--- src/rtl/imem_loader_pkg.sv ---
// imem_loader_pkg: shared types and constants for the instruction-memory loader.
package imem_loader_pkg;

   // Loader FSM states; CSUM is only reachable when the checksum option is built.
   typedef enum logic [2:0] {
      IDLE = 3'd0,
      HDR  = 3'd1,
      DATA = 3'd2,
      CSUM = 3'd3,
      DONE = 3'd4,
      ERR  = 3'd5
   } state_e;

   localparam int BYTES_PER_WORD = 4;
   localparam int HDR_W          = 8;
   localparam int BYTE_CNT_W     = $clog2(BYTES_PER_WORD);

   // A header is usable when it names at least one word and no more than the memory holds.
   function automatic logic hdr_ok(input logic [HDR_W-1:0] n, input int depth);
      return (n != '0) && (int'(n) <= depth);
   endfunction

endpackage

--- src/rtl/imem_loader_if.sv ---
// imem_loader_if: byte stream in, instruction-memory write port and status out.
// master = the loader, slave = whoever feeds the stream and owns the memory.
interface imem_loader_if #(
   parameter int ADDR_W = 5
);
   logic              start;
   logic [7:0]        byte_in;
   logic              byte_valid;
   logic              byte_ready;
   logic              imem_we;
   logic [ADDR_W-1:0] imem_addr;
   logic [31:0]       imem_wdata;
   logic              cpu_rst_n;
   logic              busy;
   logic              done;
   logic              err;

   modport master (
      input  start, byte_in, byte_valid,
      output byte_ready, imem_we, imem_addr, imem_wdata, cpu_rst_n, busy, done, err
   );

   modport slave (
      output start, byte_in, byte_valid,
      input  byte_ready, imem_we, imem_addr, imem_wdata, cpu_rst_n, busy, done, err
   );
endinterface

--- src/rtl/imem_loader_byte_packer.sv ---
// imem_loader_byte_packer: big-endian byte-to-word packer. The first three bytes
// of a word are held in a partial register; the fourth completes the word
// combinationally so the parent can register it on the same edge.
module imem_loader_byte_packer
   import imem_loader_pkg::*;
(
   input  logic                        clk,
   input  logic                        rst,
   input  logic                        clr_i,
   input  logic                        en_i,
   input  logic [7:0]                  byte_i,
   output logic                        word_valid_o,
   output logic [8*BYTES_PER_WORD-1:0] word_o
);
   localparam int PART_W = 8 * (BYTES_PER_WORD - 1);
   localparam logic [BYTE_CNT_W-1:0] LAST_BYTE = BYTE_CNT_W'(BYTES_PER_WORD - 1);

   logic [PART_W-1:0]     part_q, part_d;
   logic [BYTE_CNT_W-1:0] cnt_q, cnt_d;

   assign word_o       = {part_q, byte_i};
   assign word_valid_o = en_i && (cnt_q == LAST_BYTE);

   // Shift in accepted bytes; partial contents persist across stream gaps.
   always_comb begin
      part_d = part_q;
      cnt_d  = cnt_q;
      if (clr_i) begin
         part_d = '0;
         cnt_d  = '0;
      end else if (en_i) begin
         part_d = word_o[PART_W-1:0];
         cnt_d  = cnt_q + 1'b1;
      end
   end

   // Partial-word and byte-count registers.
   always_ff @(posedge clk or posedge rst) begin
      if (rst) begin
         part_q <= '0;
         cnt_q  <= '0;
      end else begin
         part_q <= part_d;
         cnt_q  <= cnt_d;
      end
   end
endmodule

--- src/rtl/imem_loader.sv ---
// imem_loader: loads a framed byte stream (count byte + 4N data bytes) into
// instruction memory and holds the CPU in reset until the image is complete.
// Build option IMEM_LOADER_CHECKSUM_EN: a trailing XOR-of-data byte must match
// before the CPU is released.
module imem_loader
   import imem_loader_pkg::*;
#(
   parameter int DEPTH  = 32,
   parameter int ADDR_W = 5
) (
   input  logic          clk,
   input  logic          rst,
   imem_loader_if.master bus
);
   localparam logic [2:0] S_IDLE = IDLE;
   localparam logic [2:0] S_HDR  = HDR;
   localparam logic [2:0] S_DATA = DATA;
   localparam logic [2:0] S_CSUM = CSUM;
   localparam logic [2:0] S_DONE = DONE;
   localparam logic [2:0] S_ERR  = ERR;

   logic [2:0]        state_q, state_d;
   logic [ADDR_W-1:0] last_idx_q, last_idx_d;
   logic [ADDR_W-1:0] word_idx_q, word_idx_d;
   logic              we_q, we_d;
   logic [ADDR_W-1:0] addr_q, addr_d;
   logic [31:0]       wdata_q, wdata_d;
   logic              cpu_rst_n_q, cpu_rst_n_d;
   logic              busy_q, busy_d;
   logic              done_q, done_d;
   logic              err_q, err_d;
`ifdef IMEM_LOADER_CHECKSUM_EN
   logic [7:0]        csum_q, csum_d;
`endif

   logic        accept;
   logic        restart;
   logic        pk_clr;
   logic        pk_en;
   logic        word_valid;
   logic [31:0] word;

   assign bus.byte_ready = (state_q == S_HDR) || (state_q == S_DATA) || (state_q == S_CSUM);
   assign accept         = bus.byte_valid && bus.byte_ready;
   assign restart        = bus.start &&
                           ((state_q == S_IDLE) || (state_q == S_DONE) || (state_q == S_ERR));
   assign pk_clr         = restart || ((state_q == S_HDR) && accept);
   assign pk_en          = accept && (state_q == S_DATA);

   imem_loader_byte_packer u_packer (
      .clk          (clk),
      .rst          (rst),
      .clr_i        (pk_clr),
      .en_i         (pk_en),
      .byte_i       (bus.byte_in),
      .word_valid_o (word_valid),
      .word_o       (word)
   );

   assign bus.imem_we    = we_q;
   assign bus.imem_addr  = addr_q;
   assign bus.imem_wdata = wdata_q;
   assign bus.cpu_rst_n  = cpu_rst_n_q;
   assign bus.busy       = busy_q;
   assign bus.done       = done_q;
   assign bus.err        = err_q;

   // Next-state logic: header check, word writes, completion and restart.
   always_comb begin
      state_d     = state_q;
      last_idx_d  = last_idx_q;
      word_idx_d  = word_idx_q;
      we_d        = 1'b0;
      addr_d      = addr_q;
      wdata_d     = wdata_q;
      cpu_rst_n_d = cpu_rst_n_q;
      busy_d      = busy_q;
      done_d      = done_q;
      err_d       = err_q;
`ifdef IMEM_LOADER_CHECKSUM_EN
      csum_d      = csum_q;
`endif
      case (state_q)
         S_HDR: begin
            if (accept) begin
               if (!hdr_ok(bus.byte_in, DEPTH)) begin
                  state_d = S_ERR;
                  busy_d  = 1'b0;
                  err_d   = 1'b1;
               end else begin
                  state_d    = S_DATA;
                  last_idx_d = ADDR_W'(bus.byte_in - 8'd1);
                  word_idx_d = '0;
`ifdef IMEM_LOADER_CHECKSUM_EN
                  csum_d     = '0;
`endif
               end
            end
         end
         S_DATA: begin
`ifdef IMEM_LOADER_CHECKSUM_EN
            if (accept) begin
               csum_d = csum_q ^ bus.byte_in;
            end
`endif
            if (word_valid) begin
               we_d    = 1'b1;
               addr_d  = word_idx_q;
               wdata_d = word;
               if (word_idx_q == last_idx_q) begin
`ifdef IMEM_LOADER_CHECKSUM_EN
                  state_d = S_CSUM;
`else
                  state_d = S_DONE;
                  busy_d  = 1'b0;
                  done_d  = 1'b1;
`endif
               end else begin
                  word_idx_d = word_idx_q + 1'b1;
               end
            end
         end
         S_CSUM: begin
`ifdef IMEM_LOADER_CHECKSUM_EN
            if (accept) begin
               busy_d = 1'b0;
               if (bus.byte_in == csum_q) begin
                  state_d     = S_DONE;
                  done_d      = 1'b1;
                  cpu_rst_n_d = 1'b1;
               end else begin
                  state_d = S_ERR;
                  err_d   = 1'b1;
               end
            end
`else
            state_d = S_ERR;
            busy_d  = 1'b0;
            err_d   = 1'b1;
`endif
         end
         S_DONE: begin
            // Release lags the final write by one cycle so the last word lands first.
            cpu_rst_n_d = 1'b1;
         end
         S_ERR: begin
            cpu_rst_n_d = 1'b0;
         end
         default: begin
         end
      endcase
      // A start from any idle-like state begins a fresh load and re-asserts CPU reset.
      if (restart) begin
         state_d     = S_HDR;
         busy_d      = 1'b1;
         done_d      = 1'b0;
         err_d       = 1'b0;
         cpu_rst_n_d = 1'b0;
      end
   end

   // State and registered outputs; reset holds the CPU in reset.
   always_ff @(posedge clk or posedge rst) begin
      if (rst) begin
         state_q     <= S_IDLE;
         last_idx_q  <= '0;
         word_idx_q  <= '0;
         we_q        <= 1'b0;
         addr_q      <= '0;
         wdata_q     <= '0;
         cpu_rst_n_q <= 1'b0;
         busy_q      <= 1'b0;
         done_q      <= 1'b0;
         err_q       <= 1'b0;
`ifdef IMEM_LOADER_CHECKSUM_EN
         csum_q      <= '0;
`endif
      end else begin
         state_q     <= state_d;
         last_idx_q  <= last_idx_d;
         word_idx_q  <= word_idx_d;
         we_q        <= we_d;
         addr_q      <= addr_d;
         wdata_q     <= wdata_d;
         cpu_rst_n_q <= cpu_rst_n_d;
         busy_q      <= busy_d;
         done_q      <= done_d;
         err_q       <= err_d;
`ifdef IMEM_LOADER_CHECKSUM_EN
         csum_q      <= csum_d;
`endif
      end
   end
endmodule

--- src/flat_wrapper.sv ---
// flat-port wrapper written by rule: the top's interface ports become plain ports
module imem_loader_flat import imem_loader_pkg::*;
#(
   parameter int DEPTH  = 32,
   parameter int ADDR_W = 5
)
  (clk, rst, bus_start, bus_byte_in, bus_byte_valid, bus_byte_ready, bus_imem_we, bus_imem_addr, bus_imem_wdata, bus_cpu_rst_n, bus_busy, bus_done, bus_err);
  imem_loader_if #(.ADDR_W(ADDR_W)) bus_i ();
  input  logic clk;
  input  logic rst;
  input wire logic [$bits(bus_i.start)-1:0] bus_start;
  input wire logic [$bits(bus_i.byte_in)-1:0] bus_byte_in;
  input wire logic [$bits(bus_i.byte_valid)-1:0] bus_byte_valid;
  output wire logic [$bits(bus_i.byte_ready)-1:0] bus_byte_ready;
  output wire logic [$bits(bus_i.imem_we)-1:0] bus_imem_we;
  output wire logic [$bits(bus_i.imem_addr)-1:0] bus_imem_addr;
  output wire logic [$bits(bus_i.imem_wdata)-1:0] bus_imem_wdata;
  output wire logic [$bits(bus_i.cpu_rst_n)-1:0] bus_cpu_rst_n;
  output wire logic [$bits(bus_i.busy)-1:0] bus_busy;
  output wire logic [$bits(bus_i.done)-1:0] bus_done;
  output wire logic [$bits(bus_i.err)-1:0] bus_err;
  assign bus_i.start = bus_start;
  assign bus_i.byte_in = bus_byte_in;
  assign bus_i.byte_valid = bus_byte_valid;
  assign bus_byte_ready = bus_i.byte_ready;
  assign bus_imem_we = bus_i.imem_we;
  assign bus_imem_addr = bus_i.imem_addr;
  assign bus_imem_wdata = bus_i.imem_wdata;
  assign bus_cpu_rst_n = bus_i.cpu_rst_n;
  assign bus_busy = bus_i.busy;
  assign bus_done = bus_i.done;
  assign bus_err = bus_i.err;
  imem_loader #(.DEPTH(DEPTH), .ADDR_W(ADDR_W)) u_core (.clk(clk), .rst(rst), .bus(bus_i));
endmodule
--- config.mk ---
export PLATFORM = sky130hd
export DESIGN_NAME = imem_loader_flat
export DESIGN_NICKNAME = d
export VERILOG_FILES = /design/src/rtl/imem_loader_pkg.sv /design/src/rtl/imem_loader_if.sv /design/src/rtl/imem_loader_byte_packer.sv /design/src/rtl/imem_loader.sv /design/src/flat_wrapper.sv
export SDC_FILE = /design/constraint.sdc
export NUM_CORES = 1
export LEC_CHECK = 0
export CORE_MARGIN = 3
export CORE_UTILIZATION = 55
export DETAILED_ROUTE_END_ITERATION = 7
export PLACE_DENSITY = 0.81
export SYNTH_ARGS = -nofsm -noshare
export SYNTH_HDL_FRONTEND = slang
export SYNTH_HIERARCHICAL = 1
export SYNTH_SLANG_ARGS = --single-unit
export TNS_END_PERCENT = 20
--- constraint.sdc ---
create_clock -name clk -period 5.8 [get_ports clk]
set_input_delay 1.74 -clock clk [delete_from_list [all_inputs] [get_ports clk]]
set_output_delay 1.74 -clock clk [all_outputs]
set_load 0.01 [all_outputs]
==> Yosys cells after proc, flatten, opt, wreduce, memory -nomap -nowiden <==
Cells that the tools add are included.
{ "word_totals": {"output_inout_bits": 43, "regBits": 81, "word_cells": 92, "inputBits": 12} }
{ "classes": {"n_addsub": 3, "n_reduce_logical": 28, "muxes": 33, "order_cmp": 1, "n_eq_ne": 15} }
{ "op_table": {"columns": ["cell", "n"], "rows": [
  ["$mux W24", 2],
  ["$mux W5", 4],
  ["$mux W1", 15],
  ["$mux W3", 5],
  ["$pmux W5 S2", 1],
  ["$reduce_and A5 Y1", 2],
  ["$reduce_bool A2 Y1", 5],
  ["$ne A3 B2 Y1 const B", 3],
  ["$pmux W3 S3", 1],
  ["$reduce_and A3 Y1", 3],
  ["$le A8 B6 Y1 const B", 1],
  ["$reduce_bool A8 Y1", 1],
  ["$eq A3 B2 Y1 const B", 2],
  ["$eq A3 B3 Y1 const B", 2],
  ["$logic_and A1 B1 Y1", 6],
  ["$ne A2 B2 Y1 const B", 3],
  ["$reduce_bool A3 Y1", 2],
  ["$add A5 B1 Y5 const B", 1],
  ["$eq A5 B5 Y1", 1],
  ["$logic_or A1 B1 Y1", 5],
  ["$sub A5 B1 Y5 const B", 1],
  ["$mux W2", 2],
  ["$pmux W1 S2", 2],
  ["$reduce_and A4 Y1", 1],
  ["9 further kinds", 9]
]} }

==> Logic depth before layout (Yosys ltp) <==
Gate-level depths: netlist (run 1).
{ "logic_depth": {"depth_word": 9, "ltp_mapped": 13, "mapped_depth_nobuf": 8} }

==> Modules after synthesis <==
The synthesis (run 1) kept the hierarchy.
{ "modules_own_cells": {"columns": ["module", "n_inst", "cells_per_inst", "seq_area_each_um2", "area_per_inst_um2"], "rows": [
  ["imem_loader", 1, 271, 1376.3, 2454.9],
  ["imem_loader_byte_packer", 1, 95, 650.6, 1158.6]
]} }

==> Worst setup path after synthesis (run 1) <==
Ideal clock, no wire load.
{ "synth_path": {"kind": "input port to flip-flop", "startpoint": "input bus_byte_in[0]", "endpoint": "register u_core.word_idx_q[1]", "n_path_buf": 1, "slack_ps": 2682, "t_arrival_ps": 2987, "setup_ps": 131, "cell_stages": 8, "path_cell_list": "inv_1 ha_1 nor4b_4 mux2i_1 or3_1 buf_6 a32oi_1 o31ai_1"} }
{ "synth_via": {"elab_chain_len": 4, "elab_cells_between_ends": 5} }
{ "synth_rtl": {"columns": ["element", "line", "source"], "rows": [
  ["start, declared", "flat_wrapper.sv:12", "input wire logic [$bits(bus_i.byte_in)-1:0] bus_byte_in;"],
  ["$le A8 B6 Y1 / $reduce_bool A8 Y1 (equally long branches)", "imem_loader_pkg.sv:20", "return (n != '0) && (int'(n) <= depth);"],
  ["$logic_and A1 B1 Y1 *", "imem_loader_pkg.sv:20", null],
  ["$ne A2 B2 Y1 (no source line) *", null, null],
  ["$reduce_and A5 Y1 (no source line) *", null, null],
  ["end signal, assigned", "imem_loader.sv:181", "word_idx_q <= word_idx_d;"],
  ["end, declared", "imem_loader.sv:24", "logic [ADDR_W-1:0] word_idx_q, word_idx_d;"]
]} }
Every way passes the cells marked *; elsewhere a longest branch is shown, timed or not.
A chain may end at the register's enable or synchronous reset.

==> Worst setup path in the final report (run 1) <==
Ends and elaborated chain as after synthesis.

==> results of run 1 <==
[power breakdown]
group | leakage [nW] | internal [mW] | switching [mW]
Clock | 0.0966 | 0.214 | 0.206
Combinational | 0.864 | 0.0869 | 0.123
Sequential | 1.11 | 0.600 | 0.0342
Total | 2.07 | 0.900 | 0.363
[worst max-delay path: cells and delay by family]
kind	cells	cell delay, ns
buffers and inverters	2	0.73
AO/OA/AOI/OAI	2	0.38
AND/OR/NAND/NOR	2	0.76
adder cells (fa/ha/maj)	1	0.20
multiplexers	1	0.17
[layer usage]
layer  vias up  global-route usage  share of wire
met2        59               0.324           0.46
met5         -                   0              0
met4         0              0.0864          0.020
li1       1261                   -              -
met3        13              0.0388          0.043
met1      1264               0.301           0.48
[cells in the final DEF, fill, tap and decap left out, types with 2 or more instances in the layout]
master and count:
dfrtp_1 81, nor3_1 3, clkbuf_8 10, inv_6 2, mux2i_1 29, a21oi_1 8, nand2_1 125, clkinvlp_4 2
nor2_1 31, inv_1 6, nor2b_1 4, o21ai_2 5, buf_4 2, and2_1 2, ha_1 4, nand3_1 7
clkdlybuf4s50_1 54, o21ai_0 7, inv_2 2, or3_1 2, xnor2_1 8
[cells in the mapped netlist, types with 3 or more instances]
master	number
o21ai_0	7
clkbuf_1	4
buf_4	9
nand3_1	7
xnor2_1	8
a21oi_1	9
nor2b_1	4
nor3_1	3
nor2_1	31
buf_2	7
buf_6	3
dfrtp_1	81
o21ai_2	5
inv_1	7
ha_1	4
mux2i_1	29
nand2_1	125
[sequential cells by signal (all words and copies together) (netlist names)]
register                flops
u_core/bus.imem_addr        5
u_core/state_q              3
u_core/u_packer/part_q     24
u_core/u_packer/cnt_q       2
u_core/bus.busy             1
u_core/last_idx_q           5
u_core/word_idx_q           5
u_core/bus.done             1
u_core/bus.err              1
u_core/bus.cpu_rst_n        1
u_core/bus.imem_we          1
u_core/bus.imem_wdata      32
[cell type report]
class	count	area, um2
clock buffer	11	141
clock inverter	5	62.6
fill	466	1850
inverter	8	30.0
multi-input combinational	252	1370
sequential	81	2030
tap	75	93.8
timing repair buffer	56	556
[per-stage QoR]
step,util,instance area [um2]
finish,0.698,4280
global route,0.698,4280
CTS,0.698,4280
detailed placement,0.665,4080
global placement,0.665,4080
floorplan,-,3610
[kinds of logic (layout without fill, tap and decap cells)]
| kind of cell | count (synthesis) | after routing |
|---|---|---|
| simple gates | 181 | 181 |
| flops | 81 | 81 |
| buf+inv | 33 | 80 |
| mux | 30 | 30 |
| compound gates | 28 | 28 |
| xor+xnor | 9 | 9 |
| fa+ha+maj | 4 | 4 |
[worst paths after layout]
check | start | to | slack (ns) | cells after the start
hold / removal | u_core/u_packer/part_q[20]$_DFFE_PP0P_ | u_core/bus.imem_wdata[28]$_DFFE_PP0P_ | 0.47 | 2
hold reg to reg | u_core/u_packer/part_q[20]$_DFFE_PP0P_ | u_core/bus.imem_wdata[28]$_DFFE_PP0P_ | 0.47 | 2
min in group asynchronous | rst | u_core/u_packer/part_q[17]$_DFFE_PP0P_ | 1.94 | 2
max in group asynchronous | rst | u_core/bus.imem_wdata[29]$_DFFE_PP0P_ | 3.11 | 2
setup / recovery | bus_byte_in[0] | u_core/word_idx_q[1]$_DFFE_PP0P_ | 2.04 | 8
setup reg to reg | u_core/state_q[1]$_DFFE_PP0P_ | u_core/bus.done$_DFFE_PP0P_ | 2.91 | 9
==> results.txt, run 1 <==
Hold WS: 0.470 ns
Core Box Area: 6130 um2
I/O Pins: 55
Yosys reg bits: 81
Clk slew on worst S/H paths: 0.08 ns
Dpl ws: 1.71 ns
Vias: 2597
Total negative slack: 0 ns
Post-Synth Simple-Gate Area: 0.208
Nets: 424
CP max stage cell: or3_1
Async set-reset flop share out of synthesis: 1.00
Final worst path period share: 0.649
# diodes: 0
Hold Path Class: reg2reg
Starting Density: 0.589
All-Layer GR Usage: 0.212
Compound-Gate Fraction of Synth Area: 0.0502
Worst Skew: 0.00791 ns
FP Rows: 28
Detailed Routing Iterations Pass 1: 4
First-pass GRT wire length: 12500 um
Critical Path Max Stage Delay: 0.63 ns
Post_cts resized: 0
Synth-to-layout area growth: 18.4%
Post CTS Setup Buffer Count: 0
Post-synthesis sequential area ratio: 0.561
TritonCTS Buffers: 9
Static Leakage: 2.07 nW
Mapped Nets: 382
Final hold vios: 0
Antenna violations before repair: 0
Mapped cell area: 3610 um2
CTS H-tree depth: 3
DP Cell Count: 472
Nature of the critical path endpoint: flop
Non-filler instance count after layout: 488
Post-synthesis adder-cell area fraction: 0.0139
Post-Synthesis Cells: 366
Syn avg cell area: 9.87 um2
Share of the synthesized area in the top cell type: 0.561
Slew Viols, Final: 0
Final worst slack: 2.04 ns
Final wirelength: 7180 um
Die Y: 87.1 um
Pwr dens: 295 nW/um2
Nature of the critical path startpoint: primary input
Xor/xnor cell area share of the yosys netlist: 0.0218
WL/cell: 14.7 um
Crit path required time: 6.02 ns
Largest net degree at the start of global routing: 56
Hpwl dp: 4650 um
DRC Markers: 0
WP data arrival: 3.98 ns
Mux share of post-synthesis cell area: 0.0834
Unrepaired setup endpoints after global routing: false
Relative slew slack: 0.191
Worst VDD drop: 0.216 mV
Total congestion overflow: 0
Total power: 1.26 mW
Worst-margin pin slew: 1.21 ns
CP Max Fanout: 15
Largest family of logic cells by synthesized area: simple AND/OR/NAND/NOR gates
Routed Antenna Nets: 0
Outcome: finished clean
Via density: 5.32
# port buffers: 54
Die ar.: 7580 um2
Vias in the first global route: 2628
Top_reg_cell synth: dfrtp_1
Max-Cap Viols: 0
Width of the die: 87.1 um
Critical path class: in2reg
Clk root buf: clkbuf_8
Routability cong.: 0.778
CTS Hold Bufs: 0
CTS Buffer Depth: 2
Layout cells sized above 1: 0.0702
Post-synth top area cell: dfrtp_1
Yosys cell types: 37
Setup-failing EPs final: 0
Fmax: 0.266 GHz
Clk sinks: 81
Later-pin clock latency in the skew report: 0.35 ns
Top post-synthesis cells by area: dfrtp_1 (56%), nand2_1 (13%), mux2i_1 (8.0%)
DRT iter0 DRCs: 164
Synth warn: 6
CTS tree: built
Tmin final: 3.76 ns
Cell chain of the critical path: clkdlybuf4s50_1, inv_1, ha_1, nor4b_4, mux2i_1, or3_1, a32oi_1, o31ai_1
Post-synth EDFFs: 0
Note: power is estimated with default switching activity, not from simulation.
==> run 2, diff against run 1 <==
Settings changed: CORE_UTILIZATION 55 to 54, PLACE_DENSITY 0.81 to 0.8.
Clock period 5.8 ns to 3.85 ns, I/O delays scaled along.
==> run 2 against run 1 <==
Die area is 1.7% higher. Combinational power rose by 53%. Total power increased by 60%. Final cell count increased by 1.0%. First-iteration DRC count is 32% higher. Cell area increased by 1.5%. Global-route usage shrank 0.49 points. Flip-flop and latch count is the same. Sequential power rose by 50%. Clock skew up 0.0013 ns. Critical path type unchanged.
==> results.txt, run 2 (synthesis results as in run 1) <==
Hpwl dp: 4780 um (+2.9%)
Critical path class: in2reg
DRC Markers: 0 (unchanged)
Synth-to-layout area growth: 20.2%
Die Y: 87.8 um (+0.86%)
Slew Viols, Final: 0 (unchanged)
Layout Utilization: 0.676 (-0.0216)
Register area: 2030 um2 (unchanged)
Worst VDD drop: 0.297 mV (+37%)
Final hold vios: 0 (unchanged)
Most frequent cells in the layout: nand2_1 (125), dfrtp_1 (81), clkdlybuf4s50_1 (54), nor2_1 (31), mux2i_1 (29)
Post CTS Setup Buffer Count: 0 (unchanged)
Critical Path Max Stage Delay: 0.62 ns (about the same)
Unrepaired setup endpoints after global routing: false
Routability cong.: 0.774 (-0.42%)
I/O Pins: 55 (unchanged)
Outcome: finished clean
Nature of the critical path endpoint: flop
Final worst path period share: 0.799
Total congestion overflow: 0 (unchanged)
# diodes: 0 (unchanged)
Relative slew slack: 0.359 (+0.168)
Detailed Routing Iterations Pass 1: 4 (unchanged)
Later-pin clock latency in the skew report: 0.35 ns (about the same)
WP data arrival: 3.29 ns (-0.69 ns)
Layer with the highest usage: met2
CTS tree: built
Tmin final: 3.07 ns
Width of the die: 87.8 um (+0.86%)
Max FFs per register: 32 (unchanged)
Vias in the first global route: 2658 (+1.1%)
Vias: 2623 (+1.0%)
Clk slew on worst S/H paths: 0.08 ns (about the same)
Crit path required time: 4.07 ns (-1.95 ns)
Nature of the critical path startpoint: primary input
Fill count: 512 (+9.9%)
Layout cells sized above 1: 0.0769 (+0.00671)
Post_cts resized: 0 (unchanged)
Clk root buf: clkbuf_8
Worst-margin pin slew: 0.960 ns (-0.253 ns)
Fmax: 0.325 GHz
Final wirelength: 7240 um (+0.74%)
Total power: 2.02 mW (+60%)
Starting Density: 0.563 (-0.0268)
Via density: 5.32 (about the same)
CP max stage cell: or3_1
Met3 usage: 0.0423 (+0.00354)
TritonCTS Buffers: 9 (unchanged)
DRT iter0 DRCs: 217 (+32%)
Hold Path Class: reg2reg
Cell chain of the critical path: clkdlybuf4s50_1, inv_1, ha_1, nor4b_4, mux2i_1, or3_1, a32oi_1, o31ai_1
Largest net degree at the start of global routing: 43 (-23%)
Pwr dens: 465 nW/um2 (+57%)
Static Leakage: 2.11 nW (+1.8%)
All-Layer GR Usage: 0.208 (-0.00486)
Nets: 427 (+0.71%)
M1 GR Usage: 0.294 (-0.00663)
Antenna violations before repair: 0 (unchanged)
CTS H-tree depth: 3 (unchanged)
Commonest non-fill, non-tap cell in the layout: nand2_1
Multi-input combinational cell area: 1370 um2 (unchanged)
CTS Hold Bufs: 0 (unchanged)
Core Box Area: 6420 um2 (+4.8%)
CP top delay family: simple AND/OR/NAND/NOR gates
Setup-failing EPs final: 0 (unchanged)
Dpl cell area: 4100 um2 (+0.61%)
Max-Cap Viols: 0 (unchanged)
Total negative slack: 0 ns (unchanged)
CTS Buffer Depth: 2 (unchanged)
Die ar.: 7710 um2 (+1.7%)
CP bufs+invs: 2 (unchanged)
Met2 usage: 0.316 (-0.00861)
First-pass GRT wire length: 12400 um (-0.83%)
CP Max Fanout: 15 (unchanged)
Fin area: 4340 um2 (+1.5%)
FP Rows: 29 (+3.6%)
Worst Skew: 0.00922 ns (+0.00131 ns)
WL/cell: 14.7 um (-0.28%)
# port buffers: 54 (unchanged)
Routed Antenna Nets: 0 (unchanged)
Clk sinks: 81 (unchanged)
-- run 2: area by class of cell --
class	instances	area share
Sequential cell	81	0.467
Tap cell	77	0.0222
Clock buffer	11	0.0325
Clock inverter	5	0.0236
Multi-Input combinational cell	252	0.315
Timing Repair Buffer	59	0.133
Inverter	8	0.00691
-- run 2: report_power, final --
part           internal (mW)  switching (mW)
combinational          0.139           0.184
sequential             0.903          0.0498
clock                  0.448           0.297
total                   1.49           0.530
-- run 2: per-stage QoR --
step,std cells,hold WS (ns),setup slack [ns]
after global placement,477,0.456,0.517
after CTS,493,0.478,0.785
after floorplan,366,0.438,1.32
after global routing,493,0.501,0.648
after detailed placement,477,0.455,0.414
final,493,0.480,0.776
-- run 2: metal layers --
metal,part of all wire,routed length [um]
met1,0.48,3440
met2,0.45,3270
met3,0.056,402
met4,0.016,118
met5,0,0
-- run 2: path summary, 6_finish.rpt --
check	from	to	slack, ns	cells after the start
max	bus_byte_in[0]	u_core/word_idx_q[1]$_DFFE_PP0P_	0.78	8
min	u_core/bus.imem_addr[3]$_DFFE_PP0P_	u_core/bus.imem_addr[3]$_DFFE_PP0P_	0.48	2
max reg2reg	u_core/state_q[1]$_DFFE_PP0P_	u_core/bus.busy$_DFFE_PP0P_	1.32	8
min reg2reg	u_core/bus.imem_addr[3]$_DFFE_PP0P_	u_core/bus.imem_addr[3]$_DFFE_PP0P_	0.48	2
max in group asynchronous	rst	u_core/u_packer/part_q[13]$_DFFE_PP0P_	1.87	2
min in group asynchronous	rst	u_core/bus.imem_wdata[16]$_DFFE_PP0P_	1.16	2
-- run 2: worst min-delay path: stages (launching register included) --
cell,delay (ns)
dfrtp_1,0.34
nand2_1,0.05
nand2_1,0.06
==> run 3, diff against run 2 <==
Settings changed: CORE_UTILIZATION 54 to 48, PLACE_DENSITY 0.8 to 0.75.
Clock period 3.85 ns to 2.72 ns, I/O delays scaled along.
==> run 3 against run 2 <==
Combinational power up 46%. Total power up 39%. Cell area up 3.5%. Critical path depth down 5. Final cell count up 7.5%. Via count down 1.1%. Clock skew down 0.0012 ns. Sequential power up 43%. Wire length down 0.25%. Largest cell class unchanged. Largest power group unchanged.
==> results.txt, run 3 (synthesis results as in run 1) <==
Width of the die: 92.8 um (+5.7%)
Setup-failing EPs final: 0 (unchanged)
Relative slew slack: 0.664 (+0.305)
DRT iter0 DRCs: 191 (-12%)
Fill count: 664 (+30%)
Max-Cap Viols: 0 (unchanged)
P_sw: 759 uW (+43%)
Slew Viols, Final: 0 (unchanged)
Max FFs per register: 32 (unchanged)
Nature of the critical path endpoint: output port
CP max stage cell: clkdlybuf4s50_1
Most frequent cells in the layout: nand2_1 (125), dfrtp_1 (81), clkdlybuf4s50_1 (54), nor2_1 (31), mux2i_1 (29)
Hold WS: 0.473 ns (-0.00750 ns)
Worst Skew: 0.00800 ns (-0.00122 ns)
Pwr dens: 626 nW/um2 (+35%)
Final hold vios: 0 (unchanged)
# diodes: 0 (unchanged)
Comb power frac: 0.167 (+0.007)
Final worst path period share: 0.936
Clock power share: 0.350 (-0.018)
Nature of the critical path startpoint: flop
Later-pin clock latency in the skew report: 0.34 ns (about the same)
Clk root buf: clkbuf_8
Layout cells sized above 1: 0.109 (+0.0321)
Critical Path Max Stage Delay: 0.55 ns (-0.07 ns)
CTS Hold Bufs: 0 (unchanged)
I/O Pins: 55 (unchanged)
CP Max Fanout: 9 (-6)
Crit path required time: 1.90 ns (-2.17 ns)
Total congestion overflow: 0 (unchanged)
Antenna violations before repair: 0 (unchanged)
Unrepaired setup endpoints after global routing: false
Synth-to-layout area growth: 24.4%
Vias: 2593 (-1.1%)
Pint: 2.06 mW (+38%)
Dpl cell area: 4270 um2 (+4.0%)
Fmax: 0.393 GHz
Switching part of the total: 0.269 (+0.00689)
TritonCTS Buffers: 9 (unchanged)
# port buffers: 54 (unchanged)
WL/cell: 13.6 um (-7.2%)
Vias in the first global route: 2576 (-3.1%)
Routability cong.: 0.869 (+12%)
Reg power frac: 0.483 (+0.011)
Nets: 442 (+3.5%)
Multi-input combinational cell area: 1370 um2 (unchanged)
DRC Markers: 0 (unchanged)
Clk sinks: 81 (unchanged)
First-pass GRT wire length: 12500 um (+0.61%)
Cell chain of the critical path: inv_1, a21oi_1, clkdlybuf4s50_1
Tmin final: 2.55 ns
Register-to-register setup slack: 0.44 ns (-0.88 ns)
Final wirelength: 7220 um (-0.25%)
Clk slew on worst S/H paths: 0.08 ns (about the same)
Starting Density: 0.496 (-0.0671)
CP bufs+invs: 2 (unchanged)
Worst-margin pin slew: 0.504 ns (-0.457 ns)
Hpwl dp: 5160 um (+7.9%)
Die ar.: 8610 um2 (+12%)
Hold Path Class: reg2reg
Static Leakage: 2.19 nW (+3.6%)
Routed Antenna Nets: 0 (unchanged)
CTS H-tree depth: 3 (unchanged)
CTS tree: built
Outcome: finished clean
Dpl ws: -0.0669 ns (-0.481 ns)
Register area: 2030 um2 (unchanged)
Core Box Area: 7290 um2 (+14%)
Critical path class: reg2out
CP top delay family: buffers and inverters
CTS Buffer Depth: 2 (unchanged)
Via density: 4.89 (-8.0%)
WP data arrival: 1.73 ns (-1.56 ns)
Detailed Routing Iterations Pass 1: 4 (unchanged)
Worst VDD drop: 0.296 mV (-0.29%)
Post_cts resized: 0 (unchanged)
Die Y: 92.8 um (+5.7%)
Total negative slack: 0 ns (unchanged)
Final worst slack: 0.174 ns (-0.601 ns)
FP Rows: 31 (+6.9%)
Fin area: 4490 um2 (+3.5%)
All-Layer GR Usage: 0.185 (-0.0222)
Largest net degree at the start of global routing: 34 (-21%)
Commonest non-fill, non-tap cell in the layout: nand2_1
Post CTS Setup Buffer Count: 0 (unchanged)
-- run 3: cell types whose count changed in the layout (fill, tap and decap cells not counted) --
| cell | delta |
|---|---|
| buf_12 | +2 |
| buf_4 | +13 |
| bufinv_16 | -1 |
| clkbuf_8 | +1 |
| clkinvlp_4 | -1 |
| inv_6 | +1 |
-- run 3: cell type report --
| class | instances | share of cell area |
|---|---|---|
| Multi-Input combinational cell | 252 | 0.305 |
| Tap cell | 99 | 0.0276 |
| Clock buffer | 12 | 0.0345 |
| Inverter | 8 | 0.00668 |
| Clock inverter | 4 | 0.0164 |
| Timing Repair Buffer | 74 | 0.159 |
| Sequential cell | 81 | 0.451 |
-- run 3: per-stage QoR --
| step | utilization | cells | total power, mW |
|---|---|---|---|
| finish | 0.616 | 530 | 2.82 |
| global route | 0.616 | 530 | 2.96 |
| CTS | 0.616 | 530 | 2.84 |
| detailed placement | 0.585 | 514 | 1.85 |
| global placement | 0.585 | 514 | 1.84 |
| floorplan | - | 366 | 1.68 |
-- run 3: per-layer routing --
metal | routed length [um] | vias up | GRT usage | part of all wire
li1 | - | 1290 | - | -
met1 | 3490 | 1239 | 0.264 | 0.48
met2 | 3340 | 60 | 0.281 | 0.46
met3 | 324 | 4 | 0.0374 | 0.045
met4 | 64 | 0 | 0.0696 | 0.0089
met5 | 0 | - | 0 | 0
-- run 3: power by group through the flow --
stage          Clock (mW)  Sequential [mW]  Combinational (mW)
2_1_floorplan           0             1.37               0.311
3_3_place_gp            0             1.38               0.462
3_5_place_dp            0             1.38               0.469
4_1_cts              1.01             1.36               0.473
5_1_grt              1.07             1.37               0.527
6_report            0.986             1.36               0.471
-- run 3: worst paths after layout --
check / from / to / cells past startpoint
worst max-delay path: u_core/state_q[1]$_DFFE_PP0P_ / bus_byte_ready / 3
worst min-delay path: u_core/u_packer/part_q[21]$_DFFE_PP0P_ / u_core/bus.imem_wdata[29]$_DFFE_PP0P_ / 2
worst max register to register: u_core/state_q[1]$_DFFE_PP0P_ / u_core/bus.busy$_DFFE_PP0P_ / 8
worst min register to register: u_core/u_packer/part_q[21]$_DFFE_PP0P_ / u_core/bus.imem_wdata[29]$_DFFE_PP0P_ / 2
max in group asynchronous: rst / u_core/bus.imem_addr[0]$_DFFE_PP0P_ / 3
min in group asynchronous: rst / u_core/bus.imem_we$_DFF_PP0_ / 2
-- run 3: worst register-to-register path, stage by stage, from the launching register on --
cell and delay, ns:
dfrtp_1 0.51, inv_1 0.16, nor3_2 0.32, and2_1 0.20, and2_1 0.25, a21oi_1 0.10, o21ai_0 0.15, o21ai_0 0.17
a211o_1 0.32
